$ cat src/rtl/spi_master_ctrl_if.sv
// Bus bundle between the SPI master sequencer and the master/slave selection logic.
// The master modport is the sequencer's view; slave is the consumer's view.
`timescale 1ns/1ps
interface spi_master_ctrl_if #(
  parameter int DATA_W = 8,
  parameter int DIV_W  = 8
);
  localparam int BW = $clog2(DATA_W + 1);

  logic             MSTR;
  logic             start;
  logic [DIV_W-1:0] baud_div;
  logic             CPOL;
  logic             CPHA;
  logic             SCK;
  logic             SS_n;
  logic             load;
  logic             M_Shift_clk;
  logic             M_Sample_clk;
  logic             BaudRate;
  logic             idle;
  logic             done;
  logic [BW-1:0]    bit_cnt;

  modport master (
    input  MSTR, start, baud_div, CPOL, CPHA,
    output SCK, SS_n, load, M_Shift_clk, M_Sample_clk, BaudRate, idle, done, bit_cnt
  );

  modport slave (
    output MSTR, start, baud_div, CPOL, CPHA,
    input  SCK, SS_n, load, M_Shift_clk, M_Sample_clk, BaudRate, idle, done, bit_cnt
  );
endinterface

$ cat src/rtl/spi_master_ctrl.sv
// SPI master transfer sequencer: slave select, SCK generation from a baud divider,
// and registered one-cycle load/shift/sample strobes for the shared shift register.
`timescale 1ns/1ps
module spi_master_ctrl #(
  parameter int DATA_W = 8,
  parameter int DIV_W  = 8
) (
  input  logic              clk,
  input  logic              rst_n,
  spi_master_ctrl_if.master bus
);
  localparam int            BW        = $clog2(DATA_W + 1);
  localparam int            EW        = $clog2(2 * DATA_W + 1);
  localparam logic [EW-1:0] LAST_EDGE = EW'(2 * DATA_W);

  typedef enum logic [1:0] {IDLE, LEAD, XFER, TRAIL} state_e;

  state_e           state_q, state_d;
  logic [DIV_W-1:0] cnt_q, cnt_d, div_q, div_d;
  logic [EW-1:0]    edge_q, edge_d;
  logic [BW-1:0]    bit_cnt_q, bit_cnt_d;
  logic             cpol_q, cpol_d, cpha_q, cpha_d;
  logic             sck_q, sck_d, ss_n_q, ss_n_d, load_q, load_d;
  logic             shift_q, shift_d, sample_q, sample_d;
  logic             baud_q, baud_d, done_q, done_d;
  logic             tick;

  assign tick = (cnt_q == '0);

  always_comb begin
    // NOTE: every variable gets a default before the case so no path infers a latch.
    state_d   = state_q;
    cnt_d     = cnt_q;
    div_d     = div_q;
    edge_d    = edge_q;
    cpol_d    = cpol_q;
    cpha_d    = cpha_q;
    bit_cnt_d = bit_cnt_q + BW'(sample_q);
    sck_d     = sck_q;
    ss_n_d    = ss_n_q;
    load_d    = 1'b0;
    shift_d   = 1'b0;
    sample_d  = 1'b0;
    baud_d    = 1'b0;
    done_d    = 1'b0;

    unique case (state_q)
      IDLE: begin
        ss_n_d = 1'b1;
        sck_d  = bus.CPOL;
        if (bus.start && bus.MSTR) begin
          state_d   = LEAD;
          load_d    = 1'b1;
          ss_n_d    = 1'b0;
          bit_cnt_d = '0;
          edge_d    = '0;
          cnt_d     = bus.baud_div;
          div_d     = bus.baud_div;
          cpol_d    = bus.CPOL;
          cpha_d    = bus.CPHA;
        end
      end
      LEAD, XFER: begin
        if (tick) begin
          // The LEAD half-period ends by launching edge 1; XFER launches the rest.
          cnt_d  = div_q;
          edge_d = edge_q + EW'(1);
          sck_d  = ~sck_q;
          baud_d = 1'b1;
          if (edge_d[0]) begin
            shift_d  = cpha_q;
            sample_d = ~cpha_q;
          end else begin
            sample_d = cpha_q;
            shift_d  = ~cpha_q && (edge_d != LAST_EDGE);
          end
          state_d = (edge_d == LAST_EDGE) ? TRAIL : XFER;
        end else begin
          cnt_d = cnt_q - DIV_W'(1);
        end
      end
      TRAIL: begin
        if (tick) begin
          state_d = IDLE;
          ss_n_d  = 1'b1;
          done_d  = 1'b1;
          cnt_d   = '0;
        end else begin
          cnt_d = cnt_q - DIV_W'(1);
        end
      end
      default: state_d = IDLE;
    endcase

    // Losing master mode overrides everything the sequencer decided this cycle.
    if (state_q != IDLE && !bus.MSTR) begin
      state_d  = IDLE;
      ss_n_d   = 1'b1;
      sck_d    = cpol_q;
      cnt_d    = '0;
      shift_d  = 1'b0;
      sample_d = 1'b0;
      baud_d   = 1'b0;
      done_d   = 1'b0;
    end
  end

  always_ff @(posedge clk) begin
    // NOTE: state registers use non-blocking assignments so all flops update together.
    if (!rst_n) begin
      state_q   <= IDLE;
      cnt_q     <= '0;
      div_q     <= '0;
      edge_q    <= '0;
      bit_cnt_q <= '0;
      cpol_q    <= 1'b0;
      cpha_q    <= 1'b0;
      sck_q     <= 1'b0;
      ss_n_q    <= 1'b1;
      load_q    <= 1'b0;
      shift_q   <= 1'b0;
      sample_q  <= 1'b0;
      baud_q    <= 1'b0;
      done_q    <= 1'b0;
    end else begin
      state_q   <= state_d;
      cnt_q     <= cnt_d;
      div_q     <= div_d;
      edge_q    <= edge_d;
      bit_cnt_q <= bit_cnt_d;
      cpol_q    <= cpol_d;
      cpha_q    <= cpha_d;
      sck_q     <= sck_d;
      ss_n_q    <= ss_n_d;
      load_q    <= load_d;
      shift_q   <= shift_d;
      sample_q  <= sample_d;
      baud_q    <= baud_d;
      done_q    <= done_d;
    end
  end

  assign bus.SCK          = sck_q;
  assign bus.SS_n         = ss_n_q;
  assign bus.load         = load_q;
  assign bus.M_Shift_clk  = shift_q;
  assign bus.M_Sample_clk = sample_q;
  assign bus.BaudRate     = baud_q;
  assign bus.idle         = (state_q == IDLE);
  assign bus.done         = done_q;
  assign bus.bit_cnt      = bit_cnt_q;
endmodule

$ cat src/flat_wrapper.sv
// flat-port wrapper written by rule: the top's interface ports become plain ports
module spi_master_ctrl_flat 
#(
  parameter int DATA_W = 8,
  parameter int DIV_W  = 8
)
  (clk, rst_n, bus_MSTR, bus_start, bus_baud_div, bus_CPOL, bus_CPHA, bus_SCK, bus_SS_n, bus_load, bus_M_Shift_clk, bus_M_Sample_clk, bus_BaudRate, bus_idle, bus_done, bus_bit_cnt);
  spi_master_ctrl_if #(.DATA_W(DATA_W), .DIV_W(DIV_W)) bus_i ();
  input  logic clk;
  input  logic rst_n;
  input wire logic [$bits(bus_i.MSTR)-1:0] bus_MSTR;
  input wire logic [$bits(bus_i.start)-1:0] bus_start;
  input wire logic [$bits(bus_i.baud_div)-1:0] bus_baud_div;
  input wire logic [$bits(bus_i.CPOL)-1:0] bus_CPOL;
  input wire logic [$bits(bus_i.CPHA)-1:0] bus_CPHA;
  output wire logic [$bits(bus_i.SCK)-1:0] bus_SCK;
  output wire logic [$bits(bus_i.SS_n)-1:0] bus_SS_n;
  output wire logic [$bits(bus_i.load)-1:0] bus_load;
  output wire logic [$bits(bus_i.M_Shift_clk)-1:0] bus_M_Shift_clk;
  output wire logic [$bits(bus_i.M_Sample_clk)-1:0] bus_M_Sample_clk;
  output wire logic [$bits(bus_i.BaudRate)-1:0] bus_BaudRate;
  output wire logic [$bits(bus_i.idle)-1:0] bus_idle;
  output wire logic [$bits(bus_i.done)-1:0] bus_done;
  output wire logic [$bits(bus_i.bit_cnt)-1:0] bus_bit_cnt;
  assign bus_i.MSTR = bus_MSTR;
  assign bus_i.start = bus_start;
  assign bus_i.baud_div = bus_baud_div;
  assign bus_i.CPOL = bus_CPOL;
  assign bus_i.CPHA = bus_CPHA;
  assign bus_SCK = bus_i.SCK;
  assign bus_SS_n = bus_i.SS_n;
  assign bus_load = bus_i.load;
  assign bus_M_Shift_clk = bus_i.M_Shift_clk;
  assign bus_M_Sample_clk = bus_i.M_Sample_clk;
  assign bus_BaudRate = bus_i.BaudRate;
  assign bus_idle = bus_i.idle;
  assign bus_done = bus_i.done;
  assign bus_bit_cnt = bus_i.bit_cnt;
  spi_master_ctrl #(.DATA_W(DATA_W), .DIV_W(DIV_W)) u_core (.clk(clk), .rst_n(rst_n), .bus(bus_i));
endmodule
$ cat config.mk
export PLATFORM = sky130hd
export DESIGN_NAME = spi_master_ctrl_flat
export DESIGN_NICKNAME = d
export VERILOG_FILES = /design/src/rtl/spi_master_ctrl_if.sv /design/src/rtl/spi_master_ctrl.sv /design/src/flat_wrapper.sv
export SDC_FILE = /design/constraint.sdc
export NUM_CORES = 1
export LEC_CHECK = 0
export CORE_MARGIN = 2
export CORE_UTILIZATION = 40
export CTS_CLUSTER_DIAMETER = 30
export CTS_CLUSTER_SIZE = 20
export DETAILED_ROUTE_END_ITERATION = 10
export MAX_ROUTING_LAYER = met4
export PLACE_DENSITY = 0.67
export SYNTH_ARGS = -nofsm -noshare
export SYNTH_HDL_FRONTEND = slang
export SYNTH_SLANG_ARGS = --single-unit
$ cat constraint.sdc
create_clock -name clk -period 2.1 [get_ports clk]
set_input_delay 0.315 -clock clk [delete_from_list [all_inputs] [get_ports clk]]
set_output_delay 0.315 -clock clk [all_outputs]
set_load 0.05 [all_outputs]
After elaboration in Yosys (flattened, before gate mapping)
Index checks and enable logic that the tools add are counted. Widths: inputs -> output; s select.

Add/subtract/negate cells: 3. Equality and inequality tests: 9. Multiplexer cells: 24. Bitwise gates (word level): 6. Reduce and logical (&&, ||, !) cells: 21.

Operators with widths (count): $mux 8 (3); $pmux 8 s3 (1); $mux 5 (2); $pmux 5 s2 (1); $mux 1 (9); $logic_not 8->1 (1); $mux 4 (2); $reduce_and 2->1 (4); $sub 8x1->8 const B (1); $mux 2 (3); $ne 2x1->1 const B (3); $not 1->1 (6); $pmux 2 s3 (1); $reduce_and 3->1 (2); $reduce_bool 2->1 (3); $reduce_or 3->1 (2); $add 5x1->5 const B (1); $eq 5x5->1 const B (1); $ne 5x5->1 const B (1); $add 4x1->4 (1); $eq 2x2->1 const B (2); $pmux 1 s2 (2); $reduce_or 2->1 (2); $reduce_or 4->1 (1); 6 further kinds (8).

Flip-flop bits (word level): 36. Input port bits: 14. Output and inout bits: 12.

Logic depth before layout (Yosys ltp)
Depth in word-level cells: 5. Depth in mapped cells: 8. Mapped depth without buffers: 6.

Least setup slack after synthesis
OpenSTA, ideal clock, no wires.

Path kind: register to register. Start: reg u_core.state_q[0]. End: reg u_core.ss_n_q, in the netlist u_core.bus.SS_n. Data arrival time: 1.843 ns. Data required time: 1.980 ns. Slack: 0.137 ns. Stages on the path, launching flop included: 8. Path buffers: 2. Cells stage by stage: dfxtp_1 inv_1 ha_1 clkbuf_1 nand3_1 clkbuf_1 nor3_1 a21oi_1.

Longest elaborated chain between the ends: 3. Elaborated cells between the ends (all ways): 9. Classes of those cells: 2 x eq/ne; 1 x mux; 6 x reduce/logical.

RTL lines: start, declared (RTL line spi_master_ctrl.sv:18) `state_e state_q, state_d;`; start signal, assigned (RTL line spi_master_ctrl.sv:126) `state_q <= state_d;`; $logic_not 2->1 *; via bus_idle (RTL line flat_wrapper.sv:22) `output wire logic [$bits(bus_i.idle)-1:0] bus_idle;`; $reduce_bool 2->1 (no source line); $reduce_and 2->1 (no source line); end signal, assigned (RTL line spi_master_ctrl.sv:134) `ss_n_q <= ss_n_d;`; end, declared (RTL line spi_master_ctrl.sv:23) `logic sck_q, sck_d, ss_n_q, ss_n_d, load_q, load_d;`.

The timed path passes the listed nets; every way through them passes the cells marked *. A chain may end at the register's enable or synchronous reset.

Worst setup path in the final report
Start: reg u_core.cnt_q[3]. End: reg u_core.edge_q[3].

Longest elaborated chain between the ends: 3.

RTL lines: start, declared (RTL line spi_master_ctrl.sv:19) `logic [DIV_W-1:0] cnt_q, cnt_d, div_q, div_d;`; start signal, assigned (RTL line spi_master_ctrl.sv:127) `cnt_q <= cnt_d;`; $logic_not 8->1 (RTL line spi_master_ctrl.sv:28) `assign tick = (cnt_q == '0);`; $ne 2x1->1 (no source line); $reduce_and 3->1 (no source line); end signal, assigned (RTL line spi_master_ctrl.sv:129) `edge_q <= edge_d;`; end, declared (RTL line spi_master_ctrl.sv:20) `logic [EW-1:0] edge_q, edge_d;`.

Every way passes these cells.

==> summary.md <==
| Metric | Value |
|---|---|
| Run status | finished clean |
| Die W | between 70 and 80 um |
| Worst hold path class | reg2reg |
| Adder-cell share of the synthesized area | about 5% |
| Sequential cell area fraction in the yosys report | 36.4% |
| Area contributors post-synth | dfxtp_1, nand2_1, ha_1, a21boi_0, nand3_1 |
| Rows | 25 |
| Worst Setup SP | u_core.cnt_q[3] |
| Clk_skew | between 4 and 5 ps |
| DR DRC count | 0 |
| Post-CTS setup buffer count | 0 |
| Nets | 290 |
| Number of enable flip-flop cells after synthesis | 0 |
| Clock Latency Late Sink | 290 ps |
| Mapped Cells | 237 |
| Reg2Reg Setup Slack | around 90 ps |
| Met1 Use GR | a little over a quarter |
| Final Hold Vio Count | 0 |
| DR WL/cell | around 14 um |
| Mapped cell area | just under 0.002 mm2 |
| CP required | between 2000 and 2500 ps |
| RSZ-0062 raised after global routing | no |
| Clock root cell | clkbuf_8 |
| Final Hold Slack | between 400 and 500 ps |
| Largest net degree at the start of global routing | 18 |
| Routed vias/inst | about 5.4 |
| Peak Freq | between 0.4 and 0.5 GHz |
| Crit. End Element | flop |
| GRT busiest layer | met2 |
| Post-synthesis async set-or-reset flop share | 0% |
| Synth Area in Compound Gates | ~21% |
| Final critical-path required period | a little over 2000 ps |
| DP HPWL | between 3000 and 4000 um |
| Post-Synth Simple-Gate Area | 27.2% |
| Maximum vdd drop | ~0.65 mV |
| Input/output buffers | 25 |
| Antenna-violating nets left | 0 |
| CTS Buf Count | 5 |
| Max Cap Viol | 0 |
| Vias in the first global route | between 1500 and 2000 |
| Overflow after GRT | 0 |
| Hold_buf cts | 0 |
| Post-Syn Area per Cell | roughly 8.4 um2 |
| Register clock-pin slew on the reported worst setup and hold paths | 70 ps |
| Setup WS pre-CTS | approximately 150 ps |
| Reg2reg end | u_core.edge_q[3] |
| Crit start category | flop |
| End point of the critical path | u_core.edge_q[3] |
| P&R area growth vs syn | 25.0% |
| Syn_nets | 259 |
| Worst-Margin Slew | approximately 570 ps |
| Number of H-tree levels | 2 |
| Reg2Reg Depth | 4 |
| GPL Wtd Cong | between 0.8 and 0.9 |
| Max-slew headroom | 61.7% |
| Overall die area | approximately 0.0055 mm2 |
| Crit Path Max Fanout | 9 |
| Post-Synth XOR/XNOR Area | ~2.7% |
| Post-synthesis mux area share | under 10% |
| Leak Pwr | between 0.9 and 1 nW |
| Setup TNS | 0 ps |
| Largest family of logic cells by synthesized area | simple AND/OR/NAND/NOR gates |
| First-pass GRT wire length | 8140 um |
| Clk buf depth | 2 |
| Placed inst area | ~0.0024 mm2 |
| GRT Total Usage | between 20 and 25% |
| Share of the cycle needed by the critical path after routing | 95.8% |
| Power density over cell area | between 1000 and 1500 mW/mm2 |
| Synth Register Bits | 36 |
| Cell taking the most area after synthesis | dfxtp_1 |
| Num Clock Sinks | 36 |
| Antenna violations before repair | 0 |
| CTS tree | yes |
| WL final | between 4000 and 5000 um |
| Final Max Tran Viols | 0 |
| Drt pass-1 iters | 4 |
| WP data arrival | 2170 ps |
| Post-route cell area | about 0.0025 mm2 |
| Cts repair resizes | 0 |
| Vias post-DR | ~1800 |
| I/O pin cnt | 26 |
| Met2 global-route usage | between 30% and 40% |
| Die Ht | 74.3 um |
| Setup CP Type | reg2reg |
| Met3 Use GR | approximately 4% |
| Worst Setup Slack, final | ~88 ps |
| Post-synth cell types | 52 |
| Antenna diode count | 0 |
| DR iter-0 viols | 73 |
| Synth top cells by count | dfxtp_1, nand2_1, clkbuf_1, nor2_1, a21boi_0 |
| Yosys warning total | 0 |
| Initial Utilization | a little over two fifths |
| Count of final setup violators | 0 |
| Share of cells above drive strength 1 | about an eighth |
| Filler cells | between 400 and 500 |
| Main flop type after synthesis | dfxtp_1 |
| Reg-to-Reg Start | u_core.cnt_q[3] |
| Core Region | around 0.0048 mm2 |
| Register area | 721 um2 |
| Multi-input combinational cell area | about 0.0012 mm2 |
| Post-synth top area share | ~36% |
[layer usage]
| layer | routed length [um] | up-vias |
|---|---|---|
| li1 | - | 923 |
| met1 | 2230 | 834 |
| met2 | 2150 | 60 |
| met3 | 290 | 9 |
| met4 | 78 | 0 |
| met5 | 0 | - |
[worst min path at each step]
stage	start	end	depth (start not counted)
4_1_cts	u_core.div_q[4]	u_core.div_q[4]	2
6_report	u_core.cpol_q	u_core.cpol_q	2
3_5_place_dp	u_core.div_q[4]	u_core.div_q[4]	2
2_1_floorplan	u_core.div_q[7]	u_core.div_q[7]	2
3_3_place_gp	u_core.div_q[0]	u_core.div_q[0]	2
5_1_grt	u_core.cpol_q	u_core.cpol_q	2
[cells in the final DEF (no fill, tap or decap), types with 2 or more instances in the layout]
master,count
nand2_1,36
dfxtp_1,36
clkdlybuf4s50_1,24
buf_4,15
nor2_1,13
a21boi_0,12
nand3_1,11
and3_1,8
ha_1,8
inv_1,7
o21ai_0,7
nor3_1,7
a21oi_1,7
nand4b_1,5
clkbuf_8,5
nand2b_1,3
or3_1,3
a31oi_1,3
xnor2_1,3
nor2b_1,3
mux2_2,3
xor2_1,3
a22o_1,3
o311a_1,3
or4_4,2
o2111ai_1,2
or2_2,2
o311ai_1,2
nor4_1,2
and2_1,2
a2bb2oi_1,2
nand4_1,2
o22ai_1,2
a311oi_1,2
[where the power goes]
| part | total, mW | internal [mW] | switching [mW] |
|---|---|---|---|
| registers | 0.872 | 0.782 | 0.0901 |
| clock network | 0.616 | 0.351 | 0.265 |
| logic | 1.61 | 0.654 | 0.952 |
| total | 3.09 | 1.79 | 1.31 |
[metrics by stage]
stage                     utilization [%]  cells  total power, mW
after floorplan                         -    237             2.00
after global placement               49.7    328             2.47
after detailed placement             49.7    328             2.48
after CTS                            52.1    336             3.11
after global routing                 52.1    336             3.31
final                                52.1    336             3.09
[worst max-delay path, stage by stage, from the launching register on]
cell and delay, ps:
dfxtp_1 380, or4_4 570, or3_1 510, o2111ai_1 280
o311ai_1 130
[registers in the layout (all words and copies together) (netlist names)]
register	cells
u_core.edge_q	5
u_core.bus.M_Sample_clk	1
u_core.bus.load	1
u_core.bus.SCK	1
u_core.bus.bit_cnt	4
u_core.bus.done	1
u_core.cpol_q	1
u_core.bus.BaudRate	1
u_core.state_q	2
u_core.cpha_q	1
u_core.bus.SS_n	1
u_core.bus.M_Shift_clk	1
u_core.div_q	8
u_core.cnt_q	8
[final cells by class]
cell class / count / share of cell area (%)
multi-input combinational: 178 / 46.9
clock buffer: 5 / 2.78
sequential: 36 / 29.1
tap: 67 / 3.39
inverter: 7 / 1.06
clock inverter: 3 / 1.72
timing repair buffer: 40 / 15.1
[kinds of logic (layout without fill, tap and decap cells)]
group,count (synthesis),after routing
and+or+nand+nor,103,103
AOI/OAI and AO/OA,57,57
DFF,36,36
buffers and inverters,23,55
adders and majority gates,8,8
xor gates and xnor gates,6,6
muxes,4,4
(Power assumes the default switching activity.)
